==> config.mk <==
export PLATFORM = sky130hd
export DESIGN_NAME = serial_subtractor
export DESIGN_NICKNAME = d
export VERILOG_FILES = /design/src/rtl/serial_sub_pkg.sv /design/src/rtl/serial_sub_cell.sv /design/src/rtl/serial_subtractor.sv
export SDC_FILE = /design/constraint.sdc
export NUM_CORES = 1
export LEC_CHECK = 0
export CAP_MARGIN = 20
export CORE_UTILIZATION = 55
export CTS_CLUSTER_SIZE = 16
export DETAILED_ROUTE_END_ITERATION = 8
export PLACE_DENSITY = 0.8
export SETUP_SLACK_MARGIN = 0.2
export SYNTH_ARGS = -nofsm -noshare
export SYNTH_HDL_FRONTEND = slang
export SYNTH_HIERARCHICAL = 1
export SYNTH_SLANG_ARGS = --single-unit
==> constraint.sdc <==
create_clock -name clk_i -period 2 [get_ports clk_i]
set_input_delay 0.4 -clock clk_i [delete_from_list [all_inputs] [get_ports clk_i]]
set_output_delay 0.4 -clock clk_i [all_outputs]
set_load 0.1 [all_outputs]
==> src/rtl/serial_sub_pkg.sv <==
// Shared types and reference model for the bit-serial subtractor.
package serial_sub_pkg;

    typedef enum logic [1:0] {IDLE, COMPUTE, DONE} state_t;

    localparam int DATAWIDTH_DEF = 8;
    localparam int REF_W         = 64;

    // Returns {borrow, diff}; operands are zero-extended so bit REF_W is the
    // sign of a - b - bin, i.e. the borrow for any width up to REF_W.
    function automatic logic [REF_W:0] sub_ref(input logic [REF_W-1:0] a,
                                               input logic [REF_W-1:0] b,
                                               input logic             bin);
        logic [REF_W:0] t;
        t = {1'b0, a} - {1'b0, b} - {{REF_W{1'b0}}, bin};
        return t;
    endfunction

endpackage

==> src/rtl/serial_sub_cell.sv <==
// One-bit full subtractor: d = a - b - bin, bout set on underflow.
module serial_sub_cell (
    input  logic a,
    input  logic b,
    input  logic bin,
    output logic d,
    output logic bout
);

    assign d    = a ^ b ^ bin;
    assign bout = (~a & b) | (~(a ^ b) & bin);

endmodule

==> src/rtl/serial_subtractor.sv <==
// Bit-serial subtractor: result = a - b - borrowin, LSB first, one bit per
// clock, with valid/ready handshakes on both the operand and result sides.
module serial_subtractor
    import serial_sub_pkg::*;
#(
    parameter int DATAWIDTH = DATAWIDTH_DEF
) (
    input  logic                 clk_i,
    input  logic                 rst_ni,
    input  logic [DATAWIDTH-1:0] a_i,
    input  logic [DATAWIDTH-1:0] b_i,
    input  logic                 borrowin_i,
    input  logic                 valid_i,
    output logic                 ready_o,
    output logic [DATAWIDTH-1:0] result_o,
    output logic                 borrowout_o,
    output logic                 valid_o,
    input  logic                 ready_i
);

    localparam int            CW   = $clog2(DATAWIDTH + 1);
    localparam logic [CW-1:0] LAST = CW'(DATAWIDTH - 1);

    state_t               state;
    logic [DATAWIDTH-1:0] a_sh, b_sh, res_sh, res_next;
    logic [DATAWIDTH-1:0] a_q, b_q;
    logic                 bin_q, br;
    logic [CW-1:0]        cnt;
    logic                 d, bout;
    logic [REF_W:0]       exp_v;

    serial_sub_cell u_cell (
        .a    (a_sh[0]),
        .b    (b_sh[0]),
        .bin  (br),
        .d    (d),
        .bout (bout)
    );

    // New difference bit enters at the MSB; after DATAWIDTH shifts bit 0 is at the LSB.
    generate
        if (DATAWIDTH == 1) begin : g_res_w1
            assign res_next = d;
        end else begin : g_res_wn
            assign res_next = {d, res_sh[DATAWIDTH-1:1]};
        end
    endgenerate

    assign exp_v = sub_ref(REF_W'(a_q), REF_W'(b_q), bin_q);

    always_ff @(posedge clk_i or negedge rst_ni) begin
        if (!rst_ni) begin
            state       <= IDLE;
            ready_o     <= 1'b1;
            valid_o     <= 1'b0;
            result_o    <= '0;
            borrowout_o <= 1'b0;
            a_sh        <= '0;
            b_sh        <= '0;
            res_sh      <= '0;
            a_q         <= '0;
            b_q         <= '0;
            bin_q       <= 1'b0;
            br          <= 1'b0;
            cnt         <= '0;
        end else begin
            case (state)
                IDLE: begin
                    if (valid_i) begin
                        a_sh    <= a_i;
                        b_sh    <= b_i;
                        a_q     <= a_i;
                        b_q     <= b_i;
                        bin_q   <= borrowin_i;
                        br      <= borrowin_i;
                        cnt     <= '0;
                        ready_o <= 1'b0;
                        state   <= COMPUTE;
                    end
                end
                COMPUTE: begin
                    a_sh   <= a_sh >> 1;
                    b_sh   <= b_sh >> 1;
                    br     <= bout;
                    res_sh <= res_next;
                    cnt    <= cnt + CW'(1);
                    if (cnt == LAST) begin
                        result_o    <= res_next;
                        borrowout_o <= bout;
                        valid_o     <= 1'b1;
                        state       <= DONE;
                        assert ({bout, res_next} == {exp_v[REF_W], exp_v[DATAWIDTH-1:0]});
                    end
                end
                DONE: begin
                    if (ready_i) begin
                        valid_o <= 1'b0;
                        ready_o <= 1'b1;
                        state   <= IDLE;
                    end
                end
                default: state <= IDLE;
            endcase
        end
    end

endmodule

==> results summary, run 1 <==
The flow ran to the end, and the final reports show no timing, DRC or antenna violations. The final cycle utilization of the critical path came out at between 70% and 80%. Of all nets on the critical path, the largest fanout is 3. The floorplan row count is 20. The overall overflow remaining after global route is 0.

The post-cts sizing count came out at 0. The number of global-route vias before repair is 1199. The final critical path time including I/O delays and setup is 1.518 ns. The mean post-synth cell area is 11.12 sq um. Among all cell types in the netlist, the one instantiated most often is sky130_fd_sc_hd__dfrtp_1. The power density over the cells came out at 1684 nW/um^2. Static timing analysis puts the maximum clock frequency at ~0.66 GHz. Global routing used a little over a fifth of the available tracks across all layers. The half-perimeter wire length after detailed placement came out at approximately 2.3 mm. The residual DRC count is 0. After detailed routing, the average wire length per cell comes to around 14 um. Traced cell by cell, the critical path runs through buf_12.

The fraction of registers with async set/reset came out at 100.0%. The final setup violation count came out at 0. The maximum resistive drop on vdd came out at about 950 uV. The number of distinct library cells after synthesis came out at 27.

The clock input transition at the sequential cells of the worst setup and hold paths came out at approximately 0.12 ns. The count of input and output buffers came out at 31. In the final timing run, aggregate negative setup slack is 0 ns. STA classifies the critical path startpoint as a flip-flop. The TritonCTS buffer count came out at 5. Post-CTS timing repair inserted 0 buffers for setup. The die height is about 60 um. Ranked by instance count, the synthesized netlist is headed by sky130_fd_sc_hd__dfrtp_1 (40), sky130_fd_sc_hd__nand2_1 (21), sky130_fd_sc_hd__o21ai_0 (21). The share of synthesized area spent on multiplexers is 10.56%. The largest net degree at the start of global routing came out at 42. The violation count after the first detailed-route iteration came out at 71. The overall power of the completed layout is about 3.7 mW. The effective utilization at floorplan came out at 58.54%. The arrival time of the worst setup path is around 1.1 ns. The area share of xor/xnor cells in the synthesized design came out at 0%. The share of the synthesized area in the top cell type came out at approximately 56%. The warning count from the yosys run is 6.

The area of the die is 3509 sq um. The first global-routing pass estimated around 5.4 mm of wire. In this run the worst hold path is classified as in -> async.

Before antenna repair, the detailed router went through 6 iterations. The remaining antenna violation count is 0. The sequential standard cell area came out at ~1000 sq um. Headroom to the max-slew limit came out at 66.74%.

For this design, the slowest cell found on the critical path is sky130_fd_sc_hd__dfstp_2. The placer's final routability congestion estimate is between 0.7 and 0.8. The TritonCTS sink count is a little over 40.

The number of instances in the synthesized netlist came out at between 150 and 200. Counting flops and latches in the post-synthesis netlist gives 41. The number of antenna violations at the first check in global routing came out at 0. Of the synthesized area, sequential elements account for 57.01%. The die width came out at roughly 59 um. The total wire length is 3.331 mm. The post-synthesis instance area is about 1800 sq um.

The critical path in this run is classified as reg -> out. The number of hold-repair buffers added at the cts stage came out at 0. The number of endpoints with negative hold slack in the final report came to 0. The number of top-level pins is 32.

The actual slew at the worst max-slew pin is approximately 0.50 ns. Across the routed clock network, the largest skew measured is between 0.006 and 0.007 ns. Summing over every cut layer, the via total after detailed routing is 1307. When the netlist entered floorplanning its net count stood at ~190. The count of buffering cells on the critical path with inverters included came out at 1. Yosys attributes the largest share of cell area to sky130_fd_sc_hd__dfrtp_1 (56%), sky130_fd_sc_hd__mux2_2 (10%), sky130_fd_sc_hd__o21ai_0 (5.8%), sky130_fd_sc_hd__nand2_1 (4.4%), sky130_fd_sc_hd__and3b_1 (3.9%). At the end of the flow, the number of nets in the layout was 220. The detailed-route vias per instance is ~5.4.

After synthesis, the largest family of logic cells by area is compound AO/OA/AOI/OAI gates. The post-route worst hold slack is 0.07902 ns. The flip-flop cell with the highest count after synthesis is sky130_fd_sc_hd__dfrtp_1.

Summing all placed instances gives a cell area of about 2200 sq um. The clock insertion delay at the later pin of the skew report came out at 0.36 ns. The number of diodes came out at 0.

The kind of end point of the critical path is a primary output. The number of enable flip-flop cells after synthesis is 0. Summing all multi-input logic gate instances after layout gives 705.7 sq um. sky130_fd_sc_hd__dfrtp_1 takes more of the synthesized area than any other cell. The placeable core region came out at roughly 3000 sq um. The synthesized-area fraction occupied by and/or/nand/nor cells is about an eighth. The cell family contributing the most delay on the critical path is flip-flops. The root buffer cell chosen for the clock tree is sky130_fd_sc_hd__clkbuf_4.

The max-slew violation total from the final report is 0. The maximum single-stage delay on the critical path came out at 0.59 ns. The post-synthesis adder-cell area fraction came out at 1.806%. The area growth from synthesis to final layout came out at 22.78%. The post-route cell area came out at between 2000 and 2500 sq um. The cell leakage power is around 1 nW. STA puts the critical path data required time at between 1.5 and 2 ns. The ratio of cells with drive above 1 in the final layout is between 20% and 30%.

The H-tree was split into 2 levels. The reported max-cap violation count came out at 0. Setup repair after global routing left no endpoint under its margin. TritonCTS built the clock tree. The longest clock path from root to sink contains 2 buffers. The total of fill cells in the finished design came out at ~240. The synthesized netlist devotes 13.61% of its cell area to compound gates.
[logic make-up (layout without fill, tap and decap cells)]
family,after synthesis,in the layout
buffers and inverters,16,52
flip-flops,41,41
multiplexers,17,17
AND/OR/NAND/NOR,43,43
adder cells (fa/ha/maj),2,2
AO/OA/AOI/OAI,43,43
[layout make-up]
| cell class | instances | share of cell area, % |
|---|---|---|
| repair buffers | 39 | 15.84 |
| well taps | 44 | 2.489 |
| flip-flops and latches | 41 | 46.44 |
| clock buffers | 5 | 1.697 |
| clock inverters | 3 | 0.7919 |
| multi-input cells | 105 | 31.90 |
| inverters | 5 | 0.8484 |
[report_power, final]
part | leakage [nW] | switching [mW] | internal, mW
Combinational | 0.454 | 1.24 | 0.652
Clock | 0.0310 | 0.274 | 0.133
Sequential | 0.511 | 0.230 | 1.20
Total | 0.996 | 1.75 | 1.98
[metrics by stage]
step | setup WS [ns] | std cells | utilization (%)
after global routing | 0.4091 | 242 | 71.87
after CTS | 0.4691 | 242 | 71.87
after floorplan | 0.6198 | 162 | -
after detailed placement | 0.2116 | 234 | 70.08
final | 0.4823 | 242 | 71.87
after global placement | 0.2921 | 234 | 70.08
[cells in the final DEF, fill, tap and decap left out, types with 5 or more instances in the layout]
| cell | instances |
|---|---|
| sky130_fd_sc_hd__a21oi_1 | 11 |
| sky130_fd_sc_hd__nand2_1 | 21 |
| sky130_fd_sc_hd__mux2_2 | 16 |
| sky130_fd_sc_hd__and3b_1 | 8 |
| sky130_fd_sc_hd__o21ai_0 | 21 |
| sky130_fd_sc_hd__nor2b_1 | 5 |
| sky130_fd_sc_hd__dfrtp_1 | 40 |
| sky130_fd_sc_hd__inv_1 | 5 |
| sky130_fd_sc_hd__a22oi_1 | 7 |
| sky130_fd_sc_hd__clkbuf_4 | 5 |
| sky130_fd_sc_hd__clkdlybuf4s50_1 | 19 |
| sky130_fd_sc_hd__buf_4 | 18 |
[layer usage]
metal	vias up	GRT usage, %	routed length, um
met4	0	10.20	63
met2	32	32.58	1582
li1	629	-	-
met3	7	4.803	117
met1	639	28.13	1567
met5	-	0	0
[state kept, by name, summed over array words and instances (netlist names)]
register,cells
a_sh,8
b_sh,8
borrowout_o,1
br,1
cnt,4
ready_o,1
res_sh,7
result_o,8
state,2
valid_o,1
[path summary, 6_finish.rpt]
| path | end | from | cells past startpoint | slack, ns |
|---|---|---|---|---|
| setup / recovery | ready_o | ready_o | 1 | 0.48 |
| hold / removal | cnt[0] | rst_ni | 2 | 0.08 |
| setup reg to reg | result_o[1] | cnt[0] | 5 | 0.51 |
| hold reg to reg | b_sh[1] | b_sh[1] | 2 | 0.50 |
| max in group asynchronous | ready_o | rst_ni | 2 | 1.55 |
| min in group clk_i | b_sh[1] | b_sh[1] | 2 | 0.50 |
Power figures use the tool's default switching activity.
==> run 2: changes to the inputs <==
--- a/config.mk
+++ b/config.mk
@@ -6,10 +6,10 @@
 export NUM_CORES = 1
 export LEC_CHECK = 0
 export CAP_MARGIN = 20
-export CORE_UTILIZATION = 55
+export CORE_UTILIZATION = 46
 export CTS_CLUSTER_SIZE = 16
 export DETAILED_ROUTE_END_ITERATION = 8
-export PLACE_DENSITY = 0.8
+export PLACE_DENSITY = 0.71
 export SETUP_SLACK_MARGIN = 0.2
 export SYNTH_ARGS = -nofsm -noshare
 export SYNTH_HDL_FRONTEND = slang
==> constraint.sdc (replaced) <==
create_clock -name clk_i -period 1.3 [get_ports clk_i]
set_input_delay 0.26 -clock clk_i [delete_from_list [all_inputs] [get_ports clk_i]]
set_output_delay 0.26 -clock clk_i [all_outputs]
set_load 0.1 [all_outputs]
==> run 2 against run 1 <==
The run now ends with negative setup slack left. Critical endpoint is now b_sh[2]. Largest cell class is now non-clock buffers. Sequential share of layout area fell by 15 points. Largest power group unchanged. Sequential power rose by 71%. Hold slack improved by 0.33 ns. Highest routed layer unchanged. Core utilization rose by 16 points. Design area rose by 47%. Clock skew rose by 0.00095 ns. Via count rose by 28%. Critical path depth rose by 7. Clock power rose by 110%.
==> results summary, run 2 (synthesis gave the netlist of run 1 again) <==
The clock input transition at the sequential cells of the worst setup and hold paths is 0.09 ns (-0.03 ns). The reported max-cap violation count is 0 (unchanged). The largest net degree at the start of global routing is 21 (-50%). The power density over the cells is 2725 nW/um^2 (+62%). The remaining antenna violation count was 0 (unchanged). The most common library cell in the layout ignoring fill and taps is sky130_fd_sc_hd__dfrtp_1.

The reg-to-reg startpoint is state[1]. The post-route cell area is 3251 sq um (+47%). The worst slack after detailed placement is -0.1459 ns (-0.3575 ns). The required time reported for the critical path endpoint is 1.49 ns (-0.11 ns). The placed cell area came to 2404 sq um (+11%). The class of the tightest hold or removal check is in -> async.

The half-perimeter wire length after detailed placement came out at 2.821 mm (+25%). The worst setup path is launched from a flip-flop. The internal reg-to-reg setup slack is -0.17 ns (-0.68 ns).

The maximum resistive drop on vdd came out at 1758 uV (+86%). Setup repair after global routing could not meet its margin everywhere. The number of levels in the clock H-tree is 2 (unchanged). The number of cells traversed by the worst register-to-register path was 8 (+3). The number of top-level pins is 32 (unchanged). The count of vias placed by the detailed router came to 1669 (+28%). The max-slew violation total from the final report is 0 (unchanged). The clock root buffer master is sky130_fd_sc_hd__clkbuf_8.

The routed wirelength normalized by instance count came to 22.85 um (+66%). The number of global-route vias before repair is 1747 (+46%). The floorplan row count came to 22 (+10%). The worst register-to-register path ends at b_sh[2]. The critical path in this run is classified as reg -> reg. The final total negative setup slack is -3.027 ns (-3.027 ns). The number of endpoints with negative hold slack in the final report is 0 (unchanged).

The count of input and output buffers is 31 (unchanged). Static timing analysis puts the maximum clock frequency at roughly 0.68 GHz. The die width came out at 64.59 um (+9.0%).

The clock insertion delay at the later pin of the skew report is 0.30 ns (-0.06 ns). The kind of end point of the critical path is a flip-flop. The total wire length came out at 6.673 mm (+100%). The arrival time of the worst setup path came out at 1.66 ns (+0.54 ns).

The placer's final routability congestion estimate came to 0.7363 (-5.0%). The die height is 64.59 um (+9.0%). The TritonCTS buffer count is 5 (unchanged). The overall power of the completed layout came out at 8.858 mW (+140%). The final reports fail on negative setup slack. The worst slew margin relative to its limit came out at 76.11% (+9.4 points). The number of antenna violations at the first check in global routing is 0 (unchanged). The final critical path time including I/O delays and setup is 1.470 ns.

The placeable core region is 3716 sq um (+21%). The actual slew at the worst max-slew pin came out at 0.3583 ns (-0.1405 ns). TritonCTS built the clock tree. The effective utilization at floorplan came to 48.48% (-10 points). The run finished, with violations left. The cell leakage power is 1.533 nW (+54%).

The number of diodes came to 0 (unchanged). The final cycle utilization of the critical path is 113.1%. The detailed-route vias per instance is 5.716 (+5.8%). The worst setup slack after layout came to -0.1697 ns (-0.6521 ns). The first-pass GRT wire length was 9.045 mm (+68%).

The overall global routing resource usage is 30.49% (+9.4 points). The ratio of cells with drive above 1 in the final layout is 57.38% (+34 points). The largest registers in the layout are a_sh x8, b_sh x8, result_o x8.

The number of search-and-repair iterations in the first detailed-routing pass is 4 (-2). The area of the die came to 4171 sq um (+19%). The maximum fanout encountered on the critical timing path is 5 (+2). The number of nets at the end of the flow came to 266 (+21%). The final setup violation count came out at 33 (+33). The violation count after the first detailed-route iteration was 64 (-9.9%).

Leaving out fill and tap cells, the most frequent cells in the layout are sky130_fd_sc_hd__dfrtp_1 (38), sky130_fd_sc_hd__buf_4 (26), sky130_fd_sc_hd__clkdlybuf4s50_1 (19), sky130_fd_sc_hd__buf_12 (18). The largest buffer count on any clock path is 2 (unchanged). The TritonCTS sink count came to 41 (unchanged). The overall overflow remaining after global route is 0 (unchanged). The area growth from synthesis to final layout came out at 80.42%. The clock skew after layout was 0.007257 ns (+0.0009546 ns). The residual DRC count is 0 (unchanged).
==> run 2: worst max-delay path by stage <==
stage / start / to / slack, ns / cells past startpoint
after floorplan: cnt[0] / borrowout_o / -0.08 / 5
after global placement: valid_i / a_sh[7] / -0.1 / 5
after detailed placement: valid_i / b_sh[7] / -0.15 / 5
after CTS: cnt[1] / result_o[2] / -0.08 / 5
after global routing: state[1] / b_sh[2] / -0.20 / 8
final: state[1] / b_sh[2] / -0.17 / 8
==> run 2: metal layers <==
metal | GRT usage [%] | vias to the layer above | share of wire (%)
li1 | - | 727 | -
met1 | 36.65 | 840 | 39
met2 | 52.11 | 71 | 51
met3 | 7.394 | 31 | 5.5
met4 | 12.78 | 0 | 4.6
met5 | 0 | - | 0
==> run 2: power by group <==
group,internal [mW],switching (mW),total (mW)
logic,2.78,2.79,5.58
registers,1.86,0.579,2.44
clock network,0.371,0.474,0.845
==> run 2: worst max-delay path, cell delays in order, from the launching register on <==
cell	delay [ns]
sky130_fd_sc_hd__dfrtp_1	0.41
sky130_fd_sc_hd__buf_6	0.13
sky130_fd_sc_hd__buf_12	0.12
sky130_fd_sc_hd__o21bai_4	0.20
sky130_fd_sc_hd__buf_6	0.14
sky130_fd_sc_hd__buf_12	0.12
sky130_fd_sc_hd__buf_16	0.14
sky130_fd_sc_hd__nand2_4	0.07
sky130_fd_sc_hd__o21ai_2	0.05
==> run 2: through the flow <==
step | util (%) | hold WS (ns) | cells
2_1_floorplan | - | -0.03559 | 162
3_3_place_gp | 64.68 | 0.1712 | 247
3_5_place_dp | 64.68 | 0.1753 | 247
4_1_cts | 81.55 | 0.4108 | 281
5_1_grt | 87.47 | 0.4197 | 292
6_report | 87.47 | 0.4058 | 292
==> run 2: what timing repair did <==
item	in CTS	in global routing
gates resized for setup	76	38
setup buffers	20	11
endpoints found under the hold margin	11	0
setup endpoints to repair	52	52
hold buffers	1	0
pin swaps	22	12
gates cloned	5	0
==> run 2: layout make-up <==
class                   count  area (sq um)
clock inverters             3         17.52
multi-input cells         105         972.2
flip-flops and latches     41          1033
clock buffers               5         68.82
well taps                  48         60.06
inverters                   5         18.77
repair buffers             85          1080
fillers                   149         465.4
